<file path="config.mk">
export PLATFORM = sky130hd
export DESIGN_NAME = addr_count_gen_flat
export DESIGN_NICKNAME = d
export VERILOG_FILES = /design/src/rtl/addr_count_gen_if.sv /design/src/rtl/addr_count_gen.sv /design/src/flat_wrapper.sv
export SDC_FILE = /design/constraint.sdc
export NUM_CORES = 1
export LEC_CHECK = 0
export CORE_ASPECT_RATIO = 0.75
export CORE_UTILIZATION = 55
export DETAILED_ROUTE_END_ITERATION = 8
export PLACE_DENSITY = 0.77
export SKIP_CTS_REPAIR_TIMING = 1
export SLEW_MARGIN = 20
export SYNTH_ARGS = -nofsm -noshare
export SYNTH_HDL_FRONTEND = slang
export SYNTH_SLANG_ARGS = --single-unit
</file>
<file path="constraint.sdc">
create_clock -name clk -period 3.4 [get_ports clk]
set_input_delay 0.68 -clock clk [delete_from_list [all_inputs] [get_ports clk]]
set_output_delay 0.68 -clock clk [all_outputs]
set_load 0.05 [all_outputs]
</file>
<file path="src/rtl/addr_count_gen_if.sv">
// Control and count bundle between the sweep controller and addr_count_gen.
// Master drives start/pause/stop; slave returns count and status strobes.
interface addr_count_gen_if;
    logic       start;
    logic       pause;
    logic       stop;
    logic [9:0] count;
    logic       running;
    logic       slot_strobe;
    logic       done;

    modport master (
        output start, pause, stop,
        input  count, running, slot_strobe, done
    );

    modport slave (
        input  start, pause, stop,
        output count, running, slot_strobe, done
    );
endinterface

</file>
<file path="src/rtl/addr_count_gen.sv">
// Purpose: prescaled 0..COUNT_MAX sweep counter with slot strobe and done pulse.
// Latency: all outputs registered, one cycle after the deciding clk edge.
// Backpressure: none; pause freezes the sweep, stop aborts it (ADDR_COUNT_LOOP_EN repeats sweeps).
module addr_count_gen #(
    parameter int CLK_DIV   = 4,
    parameter int COUNT_MAX = 207,
    parameter int SLOT_LEN  = 13
) (
    input  logic             clk,
    input  logic             rst_n,
    addr_count_gen_if.slave  bus
);

    localparam int PW = (SLOT_LEN > 1) ? $clog2(SLOT_LEN) : 1;
    localparam logic [15:0]   DIV_LAST   = 16'(CLK_DIV - 1);
    localparam logic [9:0]    COUNT_LAST = 10'(COUNT_MAX);
    localparam logic [PW-1:0] PHASE_LAST = PW'(SLOT_LEN - 1);

    typedef enum logic [1:0] {S_IDLE, S_RUN, S_HOLD, S_DONE} state_t;

    state_t        state_q, state_d;
    logic [9:0]    count_q, count_d;
    logic [15:0]   div_q, div_d;
    logic [PW-1:0] phase_q, phase_d;
    logic          running_q, running_d;
    logic          strobe_q, strobe_d;
    logic          done_q, done_d;

    always_comb begin
        state_d  = state_q;
        count_d  = count_q;
        div_d    = div_q;
        phase_d  = phase_q;
        strobe_d = 1'b0;
        done_d   = 1'b0;

        if (bus.stop) begin
            state_d = S_IDLE;
            count_d = '0;
            div_d   = '0;
            phase_d = '0;
        end else begin
            case (state_q)
                S_IDLE, S_DONE: begin
                    count_d = '0;
                    div_d   = '0;
                    phase_d = '0;
                    if (bus.start) begin
                        // Entering RUN at count 0 is itself a slot-0 boundary.
                        state_d  = S_RUN;
                        strobe_d = 1'b1;
                    end else begin
                        state_d = S_IDLE;
                    end
                end
                S_RUN: begin
                    if (bus.pause) begin
                        state_d = S_HOLD;
                    end else if (div_q == DIV_LAST) begin
                        div_d = '0;
                        if (count_q == COUNT_LAST) begin
                            count_d = '0;
                            phase_d = '0;
                            done_d  = 1'b1;
`ifdef ADDR_COUNT_LOOP_EN
                            strobe_d = 1'b1;
`else
                            state_d = S_DONE;
`endif
                        end else begin
                            count_d = count_q + 10'd1;
                            // phase tracks count mod SLOT_LEN without a divider
                            if (phase_q == PHASE_LAST) begin
                                phase_d  = '0;
                                strobe_d = 1'b1;
                            end else begin
                                phase_d = phase_q + 1'b1;
                            end
                        end
                    end else begin
                        div_d = div_q + 16'd1;
                    end
                end
                S_HOLD: begin
                    if (!bus.pause) begin
                        state_d = S_RUN;
                    end
                end
                default: state_d = S_IDLE;
            endcase
        end

        running_d = (state_d == S_RUN) || (state_d == S_HOLD);
    end

    always_ff @(posedge clk) begin
        if (!rst_n) begin
            state_q   <= S_IDLE;
            count_q   <= '0;
            div_q     <= '0;
            phase_q   <= '0;
            running_q <= 1'b0;
            strobe_q  <= 1'b0;
            done_q    <= 1'b0;
        end else begin
            state_q   <= state_d;
            count_q   <= count_d;
            div_q     <= div_d;
            phase_q   <= phase_d;
            running_q <= running_d;
            strobe_q  <= strobe_d;
            done_q    <= done_d;
        end
    end

    assign bus.count       = count_q;
    assign bus.running     = running_q;
    assign bus.slot_strobe = strobe_q;
    assign bus.done        = done_q;

endmodule
</file>
<file path="src/flat_wrapper.sv">
// flat-port wrapper written by rule: the top's interface ports become plain ports
module addr_count_gen_flat 
#(
    parameter int CLK_DIV   = 4,
    parameter int COUNT_MAX = 207,
    parameter int SLOT_LEN  = 13
)
  (clk, rst_n, bus_start, bus_pause, bus_stop, bus_count, bus_running, bus_slot_strobe, bus_done);
  addr_count_gen_if bus_i ();
  input  logic clk;
  input  logic rst_n;
  input wire logic [$bits(bus_i.start)-1:0] bus_start;
  input wire logic [$bits(bus_i.pause)-1:0] bus_pause;
  input wire logic [$bits(bus_i.stop)-1:0] bus_stop;
  output wire logic [$bits(bus_i.count)-1:0] bus_count;
  output wire logic [$bits(bus_i.running)-1:0] bus_running;
  output wire logic [$bits(bus_i.slot_strobe)-1:0] bus_slot_strobe;
  output wire logic [$bits(bus_i.done)-1:0] bus_done;
  assign bus_i.start = bus_start;
  assign bus_i.pause = bus_pause;
  assign bus_i.stop = bus_stop;
  assign bus_count = bus_i.count;
  assign bus_running = bus_i.running;
  assign bus_slot_strobe = bus_i.slot_strobe;
  assign bus_done = bus_i.done;
  addr_count_gen #(.CLK_DIV(CLK_DIV), .COUNT_MAX(COUNT_MAX), .SLOT_LEN(SLOT_LEN)) u_core (.clk(clk), .rst_n(rst_n), .bus(bus_i));
endmodule
</file>
==> results of run 1 <==
[cell type report]
type / instances / area [um^2] / area share (%)
inverters: 6 / 22.5 / 1.05
clock buffers: 6 / 82.6 / 3.85
flip-flops and latches: 35 / 701 / 32.7
multi-input cells: 169 / 1080 / 50.3
well taps: 38 / 47.5 / 2.22
clock inverters: 2 / 35.0 / 1.63
repair buffers: 18 / 178 / 8.28
[worst max-delay path, delay by kind of cell, from the launching register on]
family | cells | cell delay, ps
adders and majority gates | 1 | 290
AOI/OAI and AO/OA | 1 | 410
xor gates and xnor gates | 1 | 180
DFF | 1 | 390
and+or+nand+nor | 4 | 1060
[per-stage QoR]
stage | worst slack (ps) | std cells | cell area, um^2 | power (mW) | hold WS [ps]
floorplan | 1330 | 217 | 1840 | 0.465 | 459
global placement | 737 | 266 | 2030 | 0.478 | 482
detailed placement | 672 | 266 | 2030 | 0.481 | 484
CTS | 957 | 274 | 2150 | 0.865 | 494
global route | 776 | 274 | 2150 | 0.892 | 520
finish | 959 | 274 | 2150 | 0.862 | 492
[layer usage]
layer  track usage [%]  wire length, um  vias up
met5                 0                0        -
met4              8.16               38        0
met3              8.11              167        5
met2              38.7             1790       34
met1              35.0             2020      772
li1                  -                -      792
[registers in the layout, summed over array words and instances, names as in the netlist]
| signal | cells |
|---|---|
| u_core.bus.count | 10 |
| u_core.state_q | 2 |
| u_core.div_q | 16 |
| u_core.bus.done | 1 |
| u_core.bus.slot_strobe | 1 |
| u_core.bus.running | 1 |
| u_core.phase_q | 4 |
[worst paths after layout]
kind,slack [ps],end,from
hold reg to reg,490,u_core.bus.count[1],u_core.bus.count[1]
setup / recovery,960,u_core.bus.count[6],u_core.div_q[0]
setup reg to reg,960,u_core.bus.count[6],u_core.div_q[0]
hold / removal,490,u_core.bus.count[1],u_core.bus.count[1]
[Yosys cell counts (6+ instances only)]
master,instances,share of area (%)
xor2_1,9,4.3
nand3_1,12,3.3
nor2_1,37,7.6
ha_1,7,4.8
o21ai_0,7,1.9
nor3_1,7,1.9
nand2_1,22,4.5
dfxtp_1,35,38
inv_1,6,1.2
xnor2_1,10,4.8
a21oi_1,14,3.8
[where the power goes]
part | switching, mW | internal [mW] | leakage, nW
sequential | 0.00253 | 0.413 | 0.282
combinational | 0.0361 | 0.0200 | 0.327
clock | 0.153 | 0.237 | 0.0612
[kinds of logic after synthesis]
| family | Yosys count |
|---|---|
| AO/OA/AOI/OAI | 33 |
| XOR/XNOR | 19 |
| adder cells (fa/ha/maj) | 7 |
| buffers and inverters | 13 |
| flip-flops | 35 |
| AND/OR/NAND/NOR | 110 |
==> qor.yml, run 1 <==
setup_path:
  reg2reg_depth: 7
  cp_data_arrival_time_ps: 2620
  endpoint_kind: "flop"
  cp_cell_sequence: "ha_1 -> nor4b_4 -> nand4_4 -> o22a_1 -> or4_1 -> xor2_1 -> nor2_2"
  path_class: "flop to flop"
  cp-start-kind: "flop"
  critical-path-slowest-cell: "or4_1"
  critical_path.max_fanout: 12
  crit_required_ps: 3580
  critical-path-max-stage-delay_ps: 540
drt:
  avgRoutedWirePerCell_um: 14.7
  vias: 1603
  drt_first_pass_iters: 4
  ant_nets: 0
  wl_mm: 4.02
  remaining_drc_errors: 0
  routed_via_density: 5.85
  drt_iter0_drc: 106
layout:
  layout_common_cells: "nor2_1, dfxtp_1, nand2_1"
  final_common_cell: "nor2_1"
  syn2layout_area_growth_pct: 16.7
  final_core_util_pct: 70.1
  drive_gt1_share_pct: 8.47
  num_antenna_cells: 0
  finalNetCount: 247
  nFillCells: 237
clocking:
  cts_root_buf: "clkbuf_8"
  clk_pin_slew_ps: 70
  cts_buffers: 5
  ctsLongestPathBuffers: 2
  tritoncts: "done"
  clock-sinks: 35
  htreeDepth: 2
  clock_latency_ps: 290
floorplan:
  io_pins: 18
  rows: 17
  die_w_um: 68.8
  fp.dieH_um: 52.1
  die_area_mm2: 0.00358
  start_util_pct: 60.0
  core_area_mm2: 0.00306
logic_synthesis:
  netlist-cell-type-count: 41
  synth_top_family_by_area: "simple AND/OR/NAND/NOR gates"
  synth-compound-area-share_pct: 11.2
  muxShareOfSynthArea_pct: 0
  synthAdderAreaFrac_pct: 4.77
  ys_warn_count: 0
  synth-simple-area-share_pct: 33.7
  synth-xor-area-share_pct: 9.05
  synth-main-ff-cell: "dfxtp_1"
  synth_edf_count: 0
  netlist_instances: 217
  ys_seq_elements: 35
  async_flop_share_pct: 0
  syn_area_per_cell_um2: 8.47
  yosysSeqAreaShare_pct: 38.1
  synth_fp_nets: 229
  mappedNetlistArea_mm2: 0.00184
global_route:
  grt_antenna_before_repair: 0
  overflow: 0
  grt_first_pass_wirelength_mm: 6.60
  grt_use_total_pct: 25.8
  grt_max_degree: 15
  grt_pass1_vias: 1419
sta:
  tightest_slew_ps: 623
  finalSetupViolations: 0
  finalCritPeriodShare_pct: 71.8
  fmax_mhz: 410
  fin_worst_skew_ps: 4.96
  fin_setup_tns_ps: 0
  grt_setup_unrepaired: "false"
  finalHoldViolCount: 0
  fin_crit_ps: 2440
  relSlewSlack_pct: 58.5
  maxSlewViolCount: 0
place:
  place_hpwl_mm: 2.91
  gp_congestion: 0.845
  portBuffers: 17
run_status:
  status: "complete, no violations"
min_path:
  holdCritPathClass: "flop to flop"
  worstHoldPathCells: 2
power_and_ir_drop:
  p_leak_nw: 0.671
  ir_worst_vdd_mv: 0.297
  power.density_mw_per_mm2: 402
run:
  maxCapViolCount: 0
Note: power is estimated with default switching activity, not from simulation.
==> run 2, diff against run 1 <==
==> constraint.sdc (replaced) <==
create_clock -name clk -period 2.4 [get_ports clk]
set_input_delay 0.48 -clock clk [delete_from_list [all_inputs] [get_ports clk]]
set_output_delay 0.48 -clock clk [all_outputs]
set_load 0.05 [all_outputs]
==> qor.yml, run 2 (synthesis gave the netlist of run 1 again) <==
layout:
  final_common_cell: "nor2_1"
  drive_gt1_share_pct: 11.1
  largest_reg_flops: 16
  layout_common_cells: "nor2_1, dfxtp_1, nand2_1"
  multiInputGateArea_mm2: 0.00108
  num_antenna_cells: 0
  nFillCells: 246
  finalNetCount: 255
  final_cell_count_no_fill: 281
  syn2layout_area_growth_pct: 18.4
  top_register: "u_core.div_q"
  seq_area_um2: 701
floorplan:
  die_w_um: 68.8
  core_area_mm2: 0.00306
  io_pins: 18
  rows: 17
  start_util_pct: 60.0
  die_area_mm2: 0.00358
  fp.dieH_um: 52.1
place:
  dp.cells: 274
  portBuffers: 17
  gp_congestion: 0.913
  place_hpwl_mm: 3.10
setup_path:
  critical_path.max_fanout: 9
  cp-start-kind: "flop"
  reg2reg_depth: 7
  rr_startpoint: "u_core.div_q[0]"
  path_class: "flop to flop"
  crit_required_ps: 2580
  cp_cell_sequence: "ha_1 -> nor4b_4 -> nand4_4 -> nor4_1 -> o21ai_0 -> xnor2_1 -> nor2_1"
  critical-path-slowest-cell: "nor4_1"
  critical-path-max-stage-delay_ps: 490
  regToRegSetupSlack_ps: 200
  endpoint_kind: "flop"
  cp_data_arrival_time_ps: 2380
  r2r-end: "u_core.bus.running"
sta:
  finalSetupViolations: 0
  fin_crit_ps: 2200
  fmax_mhz: 454
  finalHoldViolCount: 0
  relSlewSlack_pct: 67.0
  maxSlewViolCount: 0
  tightest_slew_ps: 493
  holdWs_ps: 495
  fin_setup_tns_ps: 0
  fin_worst_skew_ps: 4.38
  grt_setup_unrepaired: "false"
  finalCritPeriodShare_pct: 91.8
drt:
  drt_iter0_drc: 114
  remaining_drc_errors: 0
  routed_via_density: 5.95
  vias: 1671
  wl_mm: 4.18
  avgRoutedWirePerCell_um: 14.9
  drt_first_pass_iters: 5
  ant_nets: 0
global_route:
  grt_antenna_before_repair: 0
  grt_pass1_vias: 1532
  grt_use_total_pct: 26.9
  grt_first_pass_wirelength_mm: 7.02
  overflow: 0
  grt_max_degree: 14
clocking:
  clock_latency_ps: 290
  cts_root_buf: "clkbuf_8"
  tritoncts: "done"
  cts_buffers: 5
  clock-sinks: 35
  clk_pin_slew_ps: 70
  ctsLongestPathBuffers: 2
  htreeDepth: 2
run:
  maxCapViolCount: 0
power_and_ir_drop:
  p_sw_uw: 265
  seqPwrFrac_pct: 53.0
  p_int_uw: 846
  pwr-share-comb_pct: 8.0
  clkPwrFrac_pct: 38.9
  p_sw_share_pct: 23.8
  p_leak_nw: 0.695
  power.density_mw_per_mm2: 511
  ir_worst_vdd_mv: 0.405
min_path:
  worstHoldStart: "u_core.bus.count[1]"
  hold_end: "u_core.bus.count[1]"
  holdCritPathClass: "flop to flop"
  worstHoldPathCells: 2
run_status:
  status: "complete, no violations"
[run 2: how the worst max path moves through the flow]
stage                     slack, ps                   to       startpoint  cells after the start
after CTS                       220   u_core.bus.running  u_core.div_q[0]                      7
after floorplan                 330  u_core.bus.count[6]  u_core.div_q[0]                      7
final                           200   u_core.bus.running  u_core.div_q[0]                      7
after global placement          220  u_core.bus.count[6]        bus_pause                      6
after global routing            100   u_core.bus.running  u_core.div_q[0]                      7
after detailed placement        180    u_core.phase_q[3]        bus_pause                      7
[run 2: critical path: cells and delay by family (launching register included)]
family          cells  cell delay [ps]
compound gates      1              260
xor+xnor            1              200
fa+ha+maj           1              220
flops               1              400
simple gates        4             1020
[run 2: per-layer routing]
metal | part of all wire, % | GRT usage [%]
met1 | 50 | 37.6
met2 | 43 | 40.5
met3 | 5.3 | 5.92
met4 | 1.1 | 9.18
met5 | 0 | 0
[run 2: through the flow]
stage	power, mW	area (um^2)	util (%)	setup WS [ps]
finish	1.11	2180	71.0	197
global route	1.15	2180	71.0	103
CTS	1.11	2180	71.0	222
detailed placement	0.690	2090	68.2	181
global placement	0.686	2090	68.2	225
floorplan	0.659	1840	-	335
[run 2: final cells by class]
| type | instances | area share, % |
|---|---|---|
| Multi-Input combinational cell | 169 | 49.6 |
| Inverter | 6 | 1.04 |
| Clock inverter | 1 | 0.230 |
| Clock buffer | 6 | 3.80 |
| Timing Repair Buffer | 26 | 10.9 |
| Sequential cell | 35 | 32.2 |
| Tap cell | 38 | 2.19 |
[run 2: power groups by stage]
stage               registers, mW  clock network, mW  logic (mW)
floorplan                   0.610                  0      0.0495
global placement            0.602                  0      0.0844
detailed placement          0.602                  0      0.0873
finish                      0.589              0.433      0.0894
global route                0.589              0.466      0.0963
CTS                         0.589              0.434      0.0883
==> run 3, diff against run 2 <==
--- a/config.mk
+++ b/config.mk
@@ -8,6 +8,7 @@
 export CORE_ASPECT_RATIO = 0.75
 export CORE_UTILIZATION = 55
 export DETAILED_ROUTE_END_ITERATION = 8
+export GPL_ROUTABILITY_DRIVEN = 0
 export PLACE_DENSITY = 0.77
 export SKIP_CTS_REPAIR_TIMING = 1
 export SLEW_MARGIN = 20
==> results of run 3 <==
Same layout as run 2: the final DEF is identical, and so are final timing and power.
